`src/rtl/rs_syndrome_calc.sv`:
```
// RS(255,239) syndrome calculator: Horner accumulation of S_i = r(alpha^(FCR+i)), i=0..15.
// Optional RS_SYN_ZERO_FLAG_EN adds the registered syn_zero output (all syndromes zero).
module rs_syndrome_calc #(
    parameter int unsigned N         = 255,
    parameter int unsigned FCR       = 1,
    parameter logic [8:0]  PRIM_POLY = 9'h11D
) (
    input  logic       clk,
    input  logic       reset,
    input  logic       in_valid,
    input  logic       in_sof,
    input  logic [7:0] in_data,
    output logic       busy,
    output logic [7:0] s0,
    output logic [7:0] s1,
    output logic [7:0] s2,
    output logic [7:0] s3,
    output logic [7:0] s4,
    output logic [7:0] s5,
    output logic [7:0] s6,
    output logic [7:0] s7,
    output logic [7:0] s8,
    output logic [7:0] s9,
    output logic [7:0] s10,
    output logic [7:0] s11,
    output logic [7:0] s12,
    output logic [7:0] s13,
    output logic [7:0] s14,
    output logic [7:0] s15,
`ifdef RS_SYN_ZERO_FLAG_EN
    output logic       syn_zero,
`endif
    output logic       S_ready
);

    localparam int unsigned SYM_W = 8;
    localparam int unsigned NSYN  = 16;
    localparam int unsigned CNT_W = $clog2(N);

    typedef enum logic {IDLE, ACC} state_t;

    // Multiply by alpha (x) modulo the field polynomial.
    function automatic logic [SYM_W-1:0] xtime(input logic [SYM_W-1:0] a);
        return {a[SYM_W-2:0], 1'b0} ^ (a[SYM_W-1] ? PRIM_POLY[SYM_W-1:0] : SYM_W'(0));
    endfunction

    // Shift-and-add product; with a constant b this reduces to an XOR network.
    function automatic logic [SYM_W-1:0] gf_mul(input logic [SYM_W-1:0] a,
                                                input logic [SYM_W-1:0] b);
        logic [SYM_W-1:0] p;
        logic [SYM_W-1:0] x;
        p = '0;
        x = a;
        for (int k = 0; k < int'(SYM_W); k++) begin
            if (b[k]) p = p ^ x;
            x = xtime(x);
        end
        return p;
    endfunction

    function automatic logic [SYM_W-1:0] gf_pow(input int unsigned e);
        logic [SYM_W-1:0] p;
        p = SYM_W'(1);
        for (int unsigned k = 0; k < e; k++) p = xtime(p);
        return p;
    endfunction

    state_t           state_q, state_d;
    logic [CNT_W-1:0] cnt_q, cnt_d;
    logic [SYM_W-1:0] acc_q [NSYN];
    logic [SYM_W-1:0] acc_d [NSYN];
    logic [SYM_W-1:0] acc_mul [NSYN];
    logic [SYM_W-1:0] s_q [NSYN];
    logic [SYM_W-1:0] s_d [NSYN];
    logic             s_ready_q, s_ready_d;
    logic             busy_q, busy_d;

    for (genvar g = 0; g < int'(NSYN); g++) begin : g_root
        localparam logic [SYM_W-1:0] ROOT = gf_pow(FCR + g);
        assign acc_mul[g] = gf_mul(acc_q[g], ROOT);
    end

    // Next-state, accumulator and syndrome capture logic.
    always_comb begin
        state_d   = state_q;
        cnt_d     = cnt_q;
        acc_d     = acc_q;
        s_d       = s_q;
        s_ready_d = 1'b0;
        if (in_valid && in_sof) begin
            for (int i = 0; i < int'(NSYN); i++) acc_d[i] = in_data;
            cnt_d   = CNT_W'(1);
            state_d = ACC;
        end else if (in_valid && (state_q == ACC)) begin
            for (int i = 0; i < int'(NSYN); i++) acc_d[i] = acc_mul[i] ^ in_data;
            if (cnt_q == CNT_W'(N - 1)) begin
                s_d       = acc_d;
                s_ready_d = 1'b1;
                state_d   = IDLE;
                cnt_d     = '0;
            end else begin
                cnt_d = cnt_q + CNT_W'(1);
            end
        end
        busy_d = (state_d == ACC);
    end

    always_ff @(posedge clk or negedge reset) begin
        if (!reset) begin
            state_q   <= IDLE;
            cnt_q     <= '0;
            s_ready_q <= 1'b0;
            busy_q    <= 1'b0;
            for (int i = 0; i < int'(NSYN); i++) begin
                acc_q[i] <= '0;
                s_q[i]   <= '0;
            end
        end else begin
            state_q   <= state_d;
            cnt_q     <= cnt_d;
            s_ready_q <= s_ready_d;
            busy_q    <= busy_d;
            acc_q     <= acc_d;
            s_q       <= s_d;
        end
    end

`ifdef RS_SYN_ZERO_FLAG_EN
    logic zero_q, zero_d;

    // Error-free flag, captured on the same edge as the syndromes.
    always_comb begin
        zero_d = zero_q;
        if (s_ready_d) begin
            zero_d = 1'b1;
            for (int i = 0; i < int'(NSYN); i++) begin
                if (s_d[i] != '0) zero_d = 1'b0;
            end
        end
    end

    always_ff @(posedge clk or negedge reset) begin
        if (!reset) zero_q <= 1'b0;
        else        zero_q <= zero_d;
    end

    assign syn_zero = zero_q;
`endif

    assign busy    = busy_q;
    assign S_ready = s_ready_q;
    assign s0  = s_q[0];
    assign s1  = s_q[1];
    assign s2  = s_q[2];
    assign s3  = s_q[3];
    assign s4  = s_q[4];
    assign s5  = s_q[5];
    assign s6  = s_q[6];
    assign s7  = s_q[7];
    assign s8  = s_q[8];
    assign s9  = s_q[9];
    assign s10 = s_q[10];
    assign s11 = s_q[11];
    assign s12 = s_q[12];
    assign s13 = s_q[13];
    assign s14 = s_q[14];
    assign s15 = s_q[15];

endmodule
```
`config.mk`:
```
export PLATFORM = sky130hd
export DESIGN_NAME = rs_syndrome_calc
export DESIGN_NICKNAME = d
export VERILOG_FILES = /design/src/rtl/rs_syndrome_calc.sv
export SDC_FILE = /design/constraint.sdc
export NUM_CORES = 1
export LEC_CHECK = 0
export CAP_MARGIN = 30
export CORE_MARGIN = 5
export CORE_UTILIZATION = 30
export CTS_CLUSTER_SIZE = 30
export DETAILED_ROUTE_END_ITERATION = 8
export HOLD_SLACK_MARGIN = 0.12
export PLACE_DENSITY = 0.55
export SETUP_SLACK_MARGIN = 0.5
export SKIP_CTS_REPAIR_TIMING = 1
export SLEW_MARGIN = 20
export SYNTH_ARGS = -nofsm -noshare
export SYNTH_HDL_FRONTEND = slang
export SYNTH_SLANG_ARGS = --single-unit
```
`constraint.sdc`:
```
create_clock -name clk -period 2.3 [get_ports clk]
set_input_delay 0.46 -clock clk [delete_from_list [all_inputs] [get_ports clk]]
set_output_delay 0.46 -clock clk [all_outputs]
set_load 0.005 [all_outputs]
```
==> results.json, run 1 <==
{
  "worstPathRequired_ns": 2.74,
  "drive_gt1_frac": 0.135,
  "crit_family": "simple AND/OR/NAND/NOR gates",
  "grt_pass1_vias": 11600,
  "die-area_sq_um": 52600,
  "worst_slew_pin_slew_ns": 0.589,
  "clk_pin_slew_worst_paths_ns": 0.06,
  "drt-vias-per-instance": 5.08,
  "numClockSinks": 266,
  "final_nets": 1672,
  "gr-usage-all-layers": 0.174,
  "syn-cell-area_sq_um": 14400,
  "area_growth_pct": 30.9,
  "power_density_nw_per_um2": 1300,
  "crit_buf_inv": 4,
  "hpwl_microns": 32200,
  "maxCapViolCount": 0,
  "cts_tree": "built",
  "critPathMaxFanout": 8,
  "grt_setup_unrepaired": "yes",
  "drtIter0Drc": 1037,
  "yosysSeqAreaShare": 0.461,
  "antenna_found_initial": 1,
  "die_y_microns": 229,
  "slowest_delay_ns": 0.42,
  "fin_crit_ns": 1.92,
  "layout_commonest_cell": "dfrtp_1",
  "finalClockSkew_ns": 0.0135,
  "synth_edf_count": 0,
  "io_buffer_count": 141,
  "crit_type": "reg -> reg",
  "leakage_nw": 10.3,
  "root_buffer": "clkbuf_16",
  "chipWidth_microns": 229,
  "r2r-end": "s8[3]",
  "syn_nets": 1499,
  "grt_max_degree": 133,
  "critPathArrivalTime_ns": 2.37,
  "finalSetupViolations": 0,
  "maxSlewHeadroom": 0.606,
  "numCtsBuffers": 31,
  "start_kind": "flip-flop",
  "firstDrtPassIters": 5,
  "ir_drop_v": 0.000669,
  "fill_cells": 4766,
  "final_max_slew_viol_count": 0,
  "fin_cells": 2295,
  "path_cells": "inv_1 -> ha_2 -> nand3_2 -> or3_4 -> buf_12 -> buf_8 -> clkbuf_16 -> nand2_1 -> o21ai_0",
  "htreeDepth": 1,
  "grtUsageMet3": 0.0261,
  "io_pins": 142,
  "async_flop_share": 1.00,
  "cts_max_path_buffers": 3,
  "whs_ns": 0.399,
  "gp_routability_congestion": 0.869,
  "hold_viol": 0,
  "synth_area_per_cell_sq_um": 9.72,
  "setup_slack_ns": 0.379,
  "grt_first_pass_wirelength_microns": 72500,
  "grt_use_met2": 0.286,
  "dp_slack_ns": -0.0281,
  "synth_cell_types": 53,
  "endpoint_kind": "flip-flop",
  "diodes": 0,
  "min_period_over_period": 0.835,
  "met1_usage": 0.238,
  "wirelength_microns": 50900,
  "routedWlPerCell_microns": 22.2,
  "ys_seq_elements": 266,
  "clk-insertion-delay-late_ns": 0.57,
  "status": "complete, no violations",
  "hold_class": "in -> async",
  "synthCells": 1485,
  "start_util": 0.303,
  "slowest_stage": "or3_4",
  "coreArea_sq_um": 47600,
  "ys.flop_type": "dfrtp_1",
  "rr_worst_depth": 9,
  "yosysWarnings": 0,
  "max_clock_freq_ghz": 0.520,
  "r2r_start": "cnt_q[0]",
  "drc": 0,
  "vias": 11700,
  "dpl.cell_count": 2197,
  "antenna_left": 0,
  "top_usage_layer": "met2",
  "rows": 80,
  "grt-ovfl-total": 0,
  "mostFrequentLayoutCells": "dfrtp_1 (264), xnor2_1 (248), nand2_1 (211)",
  "r2r_slack_ns": 0.38
}
sequential cells by signal (all words and copies together), names as in the netlist:
register,flops
s6,8
s10,8
s2,8
s12,8
s5,8
s4,8
s11,8
s13,8
state_q,1
S_ready,1
s9,8
s3,8
s15,8
s7,8
acc_q,128
s1,8
s8,8
s0,8
s14,8
cnt_q,8
area by class of cell:
cell class	count	area [sq um]	area share
Inverter	19	97.6	0.00517
Timing Repair Buffer	264	3050	0.162
Sequential cell	266	6660	0.353
Clock inverter	10	125	0.00663
Clock buffer	45	918	0.0486
Timing Repair inverter	4	60.1	0.00318
Tap cell	615	769	0.0407
Multi-Input combinational cell	1072	7210	0.382
cells by family after synthesis:
logic type	count (synthesis)	share of synthesized area
and+or+nand+nor	324	0.0927
buffers and inverters	147	0.0467
muxes	26	0.0195
xor gates and xnor gates	342	0.223
adders and majority gates	2	0.00173
AOI/OAI and AO/OA	378	0.155
DFF	266	0.461
cells in the mapped netlist (7+ instances only):
| master | number | area share |
|---|---|---|
| a22oi_1 | 7 | 0.0036 |
| dfrtp_1 | 266 | 0.46 |
| xnor2_1 | 252 | 0.15 |
| and3_1 | 8 | 0.0035 |
| xnor3_1 | 10 | 0.016 |
| nand2_1 | 216 | 0.056 |
| a221o_1 | 27 | 0.019 |
| buf_6 | 9 | 0.0070 |
| mux2i_1 | 9 | 0.0062 |
| mux2_2 | 15 | 0.012 |
| a21oi_1 | 113 | 0.039 |
| o22ai_1 | 36 | 0.016 |
| buf_1 | 12 | 0.0031 |
| o21ai_0 | 126 | 0.044 |
| o21ai_1 | 18 | 0.0062 |
| nor2_1 | 56 | 0.015 |
| clkbuf_1 | 76 | 0.020 |
| a31oi_1 | 16 | 0.0069 |
| nand3_1 | 15 | 0.0052 |
| xor2_1 | 73 | 0.044 |
| inv_1 | 16 | 0.0042 |
| buf_2 | 29 | 0.010 |
| nand2b_1 | 10 | 0.0043 |
| o21a_1 | 8 | 0.0042 |
per-stage QoR:
step	util	TNS, ns	power (mW)	instance area, sq um
6_report	0.396	0	24.6	18900
2_1_floorplan	-	0	16.1	14400
4_1_cts	0.375	0	24.5	17900
3_5_place_dp	0.353	-0.0281	19.3	16800
3_3_place_gp	0.353	-0.00365	19.1	16800
5_1_grt	0.396	0	26.1	18900
power by group:
group / internal (mW) / switching (mW) / leakage, nW / total (mW)
clock: 3.07 / 2.03 / 0.522 / 5.11
combinational: 6.00 / 6.31 / 6.39 / 12.3
sequential: 5.64 / 1.52 / 3.42 / 7.16
total: 14.7 / 9.87 / 10.3 / 24.6
worst register-to-register path, cell delays in order (launching register included):
cell and delay, ns:
dfrtp_1 0.41, inv_1 0.08, ha_2 0.17, nand3_2 0.10, or3_4 0.42, buf_12 0.18, buf_8 0.14, clkbuf_16 0.17
nand2_1 0.06, o21ai_0 0.07
metal layers:
metal	up-vias	wire [microns]	share of wire
met1	5891	22300	0.44
met2	347	24300	0.48
li1	5345	-	-
met4	0	1620	0.032
met5	-	0	0
met3	82	2670	0.052
how the worst max path moves through the flow:
stage                     from    endpoint  slack, ns  cells past startpoint
floorplan             cnt_q[0]      s15[3]       0.39                      9
global placement    in_data[4]  acc_q[100]     -0.004                      5
detailed placement  in_data[4]  acc_q[100]      -0.03                      5
CTS                    state_q        busy       0.11                      2
global route          cnt_q[0]      s11[0]       0.29                      8
finish                cnt_q[0]       s8[3]       0.38                      9
No activity file was read; power rests on OpenSTA's default activity.
==> run 2, diff against run 1 <==
Settings changed: PLACE_DENSITY 0.55 to 0.57.
Clock period 2.3 ns to 1.5 ns, I/O delays scaled along.
==> results.json, run 2 (same netlist as run 1, synthesis figures left out) <==
{
  "die_y_microns": 229,
  "violations": "negative setup slack",
  "area_growth_pct": 46.1,
  "firstDrtPassIters": 4,
  "power_density_nw_per_um2": 2090,
  "grt_first_pass_wirelength_microns": 75900,
  "start_util": 0.303,
  "leakage_nw": 9.71,
  "wirelength_microns": 52900,
  "coreArea_sq_um": 47600,
  "htreeDepth": 1,
  "pwr-share-clk": 0.193,
  "clk_pin_slew_worst_paths_ns": 0.06,
  "combPwrFrac": 0.557,
  "clk-insertion-delay-late_ns": 0.58,
  "crit_type": "reg -> reg",
  "start_kind": "flip-flop",
  "p_int_mw": 27.1,
  "rows": 80,
  "switching_share": 0.385,
  "dpl_cell_area_sq_um": 19100,
  "drc": 0,
  "cts_max_path_buffers": 3,
  "io_buffer_count": 141,
  "antenna_left": 0,
  "fin_crit_ns": 1.82,
  "hold_class": "in -> async",
  "post-route-util": 0.443,
  "vias": 12400,
  "antenna_found_initial": 0,
  "ir_drop_v": 0.00111,
  "critPathMaxFanout": 14,
  "drive_gt1_frac": 0.386,
  "hpwl_microns": 35300,
  "hold_viol": 0,
  "grt-ovfl-total": 0,
  "setup_slack_ns": -0.316,
  "grt_max_degree": 73,
  "maxSlewHeadroom": 0.702,
  "numCtsBuffers": 31,
  "max_clock_freq_ghz": 0.551,
  "dp_slack_ns": -0.584,
  "finalClockSkew_ns": 0.0164,
  "layout_commonest_cell": "buf_4",
  "final_nets": 1900,
  "routedWlPerCell_microns": 20.9,
  "p_seq_frac": 0.250,
  "drt-vias-per-instance": 4.91,
  "finalSetupViolations": 232,
  "fill_cells": 4541,
  "status": "complete, but fails checks",
  "chipWidth_microns": 229,
  "gr-usage-all-layers": 0.183,
  "cts_tree": "built",
  "worst_slew_pin_slew_ns": 0.445,
  "die-area_sq_um": 52600,
  "numClockSinks": 266,
  "critPathArrivalTime_ns": 2.27,
  "io_pins": 142,
  "grt_setup_unrepaired": "yes",
  "drtIter0Drc": 884,
  "grt_pass1_vias": 12500,
  "endpoint_kind": "flip-flop",
  "mostFrequentLayoutCells": "buf_4 (277), dfrtp_1 (253), xnor2_1 (212)",
  "p_switching_mw": 17.0,
  "final_max_slew_viol_count": 0,
  "regMostFlops": "acc_q",
  "maxCapViolCount": 0,
  "stdcell_area_sq_um": 21100,
  "largest_reg_flops": 128,
  "worstPathRequired_ns": 1.96,
  "min_period_over_period": 1.21,
  "root_buffer": "clkbuf_16",
  "gp_routability_congestion": 0.844
}
## run 2: changes by cell type in the layout (fill, tap and decap cells not counted), sizes merged
| cell | before | now |
|---|---|---|
| buf | 122 | 349 |
| clkbuf | 50 | 182 |
| dlymetal6s2s | 131 | 1 |
| clkinv | 13 | 8 |
| bufinv | 3 | 7 |
| clkdlybuf4s50 | 5 | 6 |
| clkinvlp | 0 | 1 |
| diode | 0 | 1 |
| inv | 17 | 16 |
## run 2: critical path: stages, from the launching register on
cell	delay (ns)
dfrtp_1	0.38
inv_1	0.06
ha_1	0.15
nand3_2	0.08
or3_4	0.41
clkinv_4	0.10
buf_12	0.16
mux2_2	0.35
## run 2: worst paths after layout
kind	startpoint	endpoint	slack (ns)	cells past startpoint
max	cnt_q[0]	s5[6]	-0.32	7
min reg2reg	s13[7]	s13[7]	0.47	2
min	reset	s4[1]	0.16	2
min in group clk	in_data[1]	acc_q[25]	0.27	3
max reg2reg	cnt_q[0]	s5[6]	-0.32	7
max in group asynchronous	reset	acc_q[42]	0.64	3
## run 2: area by class of cell
type                    count  area (sq um)  share of cell area
multi-input cells        1072          8170               0.388
flip-flops and latches    266          6670               0.316
repair buffers            496          4250               0.202
clock buffers              43           891              0.0423
well taps                 615           769              0.0365
clock inverters            13           246              0.0117
inverters                  19          81.3             0.00386
diodes                      1          2.50            0.000119
## run 2: through the flow
step                      hold slack [ns]  power, mW  cells  TNS, ns
after CTS                          -0.468       43.1   2429   -72.53
after floorplan                   0.00441       27.1   1485   -31.56
after global placement              0.151       34.0   2373   -59.00
final                               0.164       44.0   2525   -35.61
after global routing                0.167       46.6   2524   -49.49
after detailed placement            0.153       34.4   2373   -63.49
## run 2: metal layers
layer / routed length (microns) / GRT usage / vias up
met5: 0 / 0 / -
met4: 936 / 0.0410 / 0
met3: 2950 / 0.0305 / 62
met2: 25400 / 0.303 / 319
met1: 23600 / 0.253 / 6199
li1: - / - / 5824
## run 2: power by group through the flow
stage | clock, mW | sequential, mW | combinational [mW]
floorplan | 0 | 10.4 | 16.7
finish | 8.50 | 11.0 | 24.5
global placement | 0 | 11.0 | 23.0
global route | 8.95 | 11.2 | 26.4
CTS | 8.71 | 10.9 | 23.5
detailed placement | 0 | 11.0 | 23.3
==> run 3, diff against run 2 <==
Clock period 1.5 ns to 1.6 ns, I/O delays scaled along.
==> results.json, run 3 (same netlist as run 1, synthesis figures left out) <==
{
  "mostFrequentLayoutCells": "buf_4 (259), dfrtp_1 (239), xnor2_1 (215)",
  "io_buffer_count": 141,
  "switching_share": 0.396,
  "cts_tree": "built",
  "min_period_over_period": 1.11,
  "grt_setup_unrepaired": "yes",
  "slowest_delay_ns": 0.40,
  "path_cells": "inv_1 -> ha_2 -> nand3_2 -> or3_4 -> buf_12 -> or3_1 -> nand3_1",
  "die-area_sq_um": 52600,
  "slowest_stage": "or3_4",
  "critPathArrivalTime_ns": 2.28,
  "rows": 80,
  "cts_max_path_buffers": 3,
  "worstPathRequired_ns": 2.11,
  "endpoint_kind": "flip-flop",
  "p_switching_mw": 16.8,
  "crit_type": "reg -> reg",
  "power_density_nw_per_um2": 1900,
  "max_clock_freq_ghz": 0.566,
  "wirelength_microns": 54800,
  "routedWlPerCell_microns": 21.6,
  "diodes": 0,
  "leakage_nw": 10.0,
  "power.total_mw": 42.3,
  "drc": 0,
  "p_seq_frac": 0.250,
  "grt_max_degree": 104,
  "drt-vias-per-instance": 5.08,
  "hold_class": "in -> async",
  "wl_met3_microns": 3060,
  "grt-ovfl-total": 0,
  "antenna_found_initial": 0,
  "p_int_mw": 25.5,
  "firstDrtPassIters": 5,
  "fin_crit_ns": 1.77,
  "setup_slack_ns": -0.168,
  "crit_family": "simple AND/OR/NAND/NOR gates",
  "root_buffer": "clkbuf_16",
  "clk_pin_slew_worst_paths_ns": 0.06,
  "drtIter0Drc": 926,
  "crit_buf_inv": 2,
  "r2r_start": "cnt_q[0]",
  "largest_reg_flops": 128,
  "final_nets": 1916,
  "finalSetupViolations": 138,
  "critPathMaxFanout": 6,
  "maxSlewHeadroom": 0.656,
  "finalClockSkew_ns": 0.0188,
  "pwr-share-clk": 0.193,
  "gr-usage-all-layers": 0.179,
  "drive_gt1_frac": 0.448,
  "vias": 12900,
  "ir_drop_v": 0.000879,
  "numCtsBuffers": 31,
  "hold_viol": 0,
  "coreArea_sq_um": 47600,
  "start_util": 0.303,
  "wl_met2_microns": 26000,
  "wl_met1_microns": 23500,
  "hpwl_microns": 34100,
  "worst_setup_path_startpoint": "cnt_q[0]",
  "maxCapViolCount": 0,
  "violations": "negative setup slack",
  "grt_first_pass_wirelength_microns": 74800,
  "combPwrFrac": 0.557,
  "die_y_microns": 229,
  "routed.top_layer": "met4",
  "clk-insertion-delay-late_ns": 0.59,
  "status": "complete, but fails checks",
  "area_growth_pct": 54.0,
  "layout_commonest_cell": "buf_4",
  "htreeDepth": 1,
  "worst_slew_pin_slew_ns": 0.516,
  "io_pins": 142,
  "fill_cells": 4402,
  "regMostFlops": "acc_q",
  "chipWidth_microns": 229,
  "final_max_slew_viol_count": 0,
  "dp_slack_ns": -0.476,
  "grt_pass1_vias": 12500,
  "antenna_left": 0,
  "start_kind": "flip-flop",
  "gp_routability_congestion": 0.848,
  "numClockSinks": 266
}
[run 3: metal layers]
metal,up-vias,GRT usage
met2,432,0.293
met3,140,0.0296
met1,6466,0.245
li1,5869,-
met5,-,0
met4,0,0.0545
[run 3: final timing paths]
| path | endpoint | depth (start not counted) | slack [ns] |
|---|---|---|---|
| min in group clk | acc_q[9] | 4 | 0.28 |
| max | s6[0] | 7 | -0.17 |
| min | s4[0] | 2 | 0.22 |
| max reg2reg | s6[0] | 7 | -0.17 |
| max in group asynchronous | acc_q[6] | 3 | 0.73 |
| min reg2reg | s0[3] | 2 | 0.47 |
[run 3: cell type report]
cell class	instances	area (sq um)	area share
multi-input cells	1072	8760	0.394
flip-flops and latches	266	6690	0.301
repair buffers	512	4740	0.213
clock buffers	42	867	0.0390
well taps	615	769	0.0346
clock inverters	16	302	0.0136
inverters	19	87.6	0.00394
[run 3: power groups by stage]
stage          Clock, mW  Sequential (mW)  Combinational [mW]
2_1_floorplan          0             9.70                15.4
3_3_place_gp           0             10.4                20.7
3_5_place_dp           0             10.4                20.9
4_1_cts             8.31             10.3                21.1
5_1_grt             8.56             10.8                25.1
6_report            8.16             10.6                23.6
[run 3: stage by stage]
| step | setup TNS [ns] | instance area [sq um] | utilization | hold slack (ns) | cells |
|---|---|---|---|---|---|
| finish | -15.94 | 22200 | 0.466 | 0.225 | 2542 |
| global route | -27.71 | 22200 | 0.466 | 0.239 | 2542 |
| CTS | -52.62 | 20000 | 0.419 | -0.400 | 2406 |
| floorplan | -18.69 | 15600 | - | 0.0244 | 1485 |
| detailed placement | -56.48 | 18800 | 0.395 | 0.228 | 2348 |
| global placement | -51.24 | 18800 | 0.395 | 0.231 | 2348 |
[run 3: worst register-to-register path, stage by stage (launching register included)]
cell and delay (ns):
dfrtp_1 0.38, inv_1 0.06, ha_2 0.17, nand3_2 0.08, or3_4 0.40, buf_12 0.19, or3_1 0.35, nand3_1 0.08
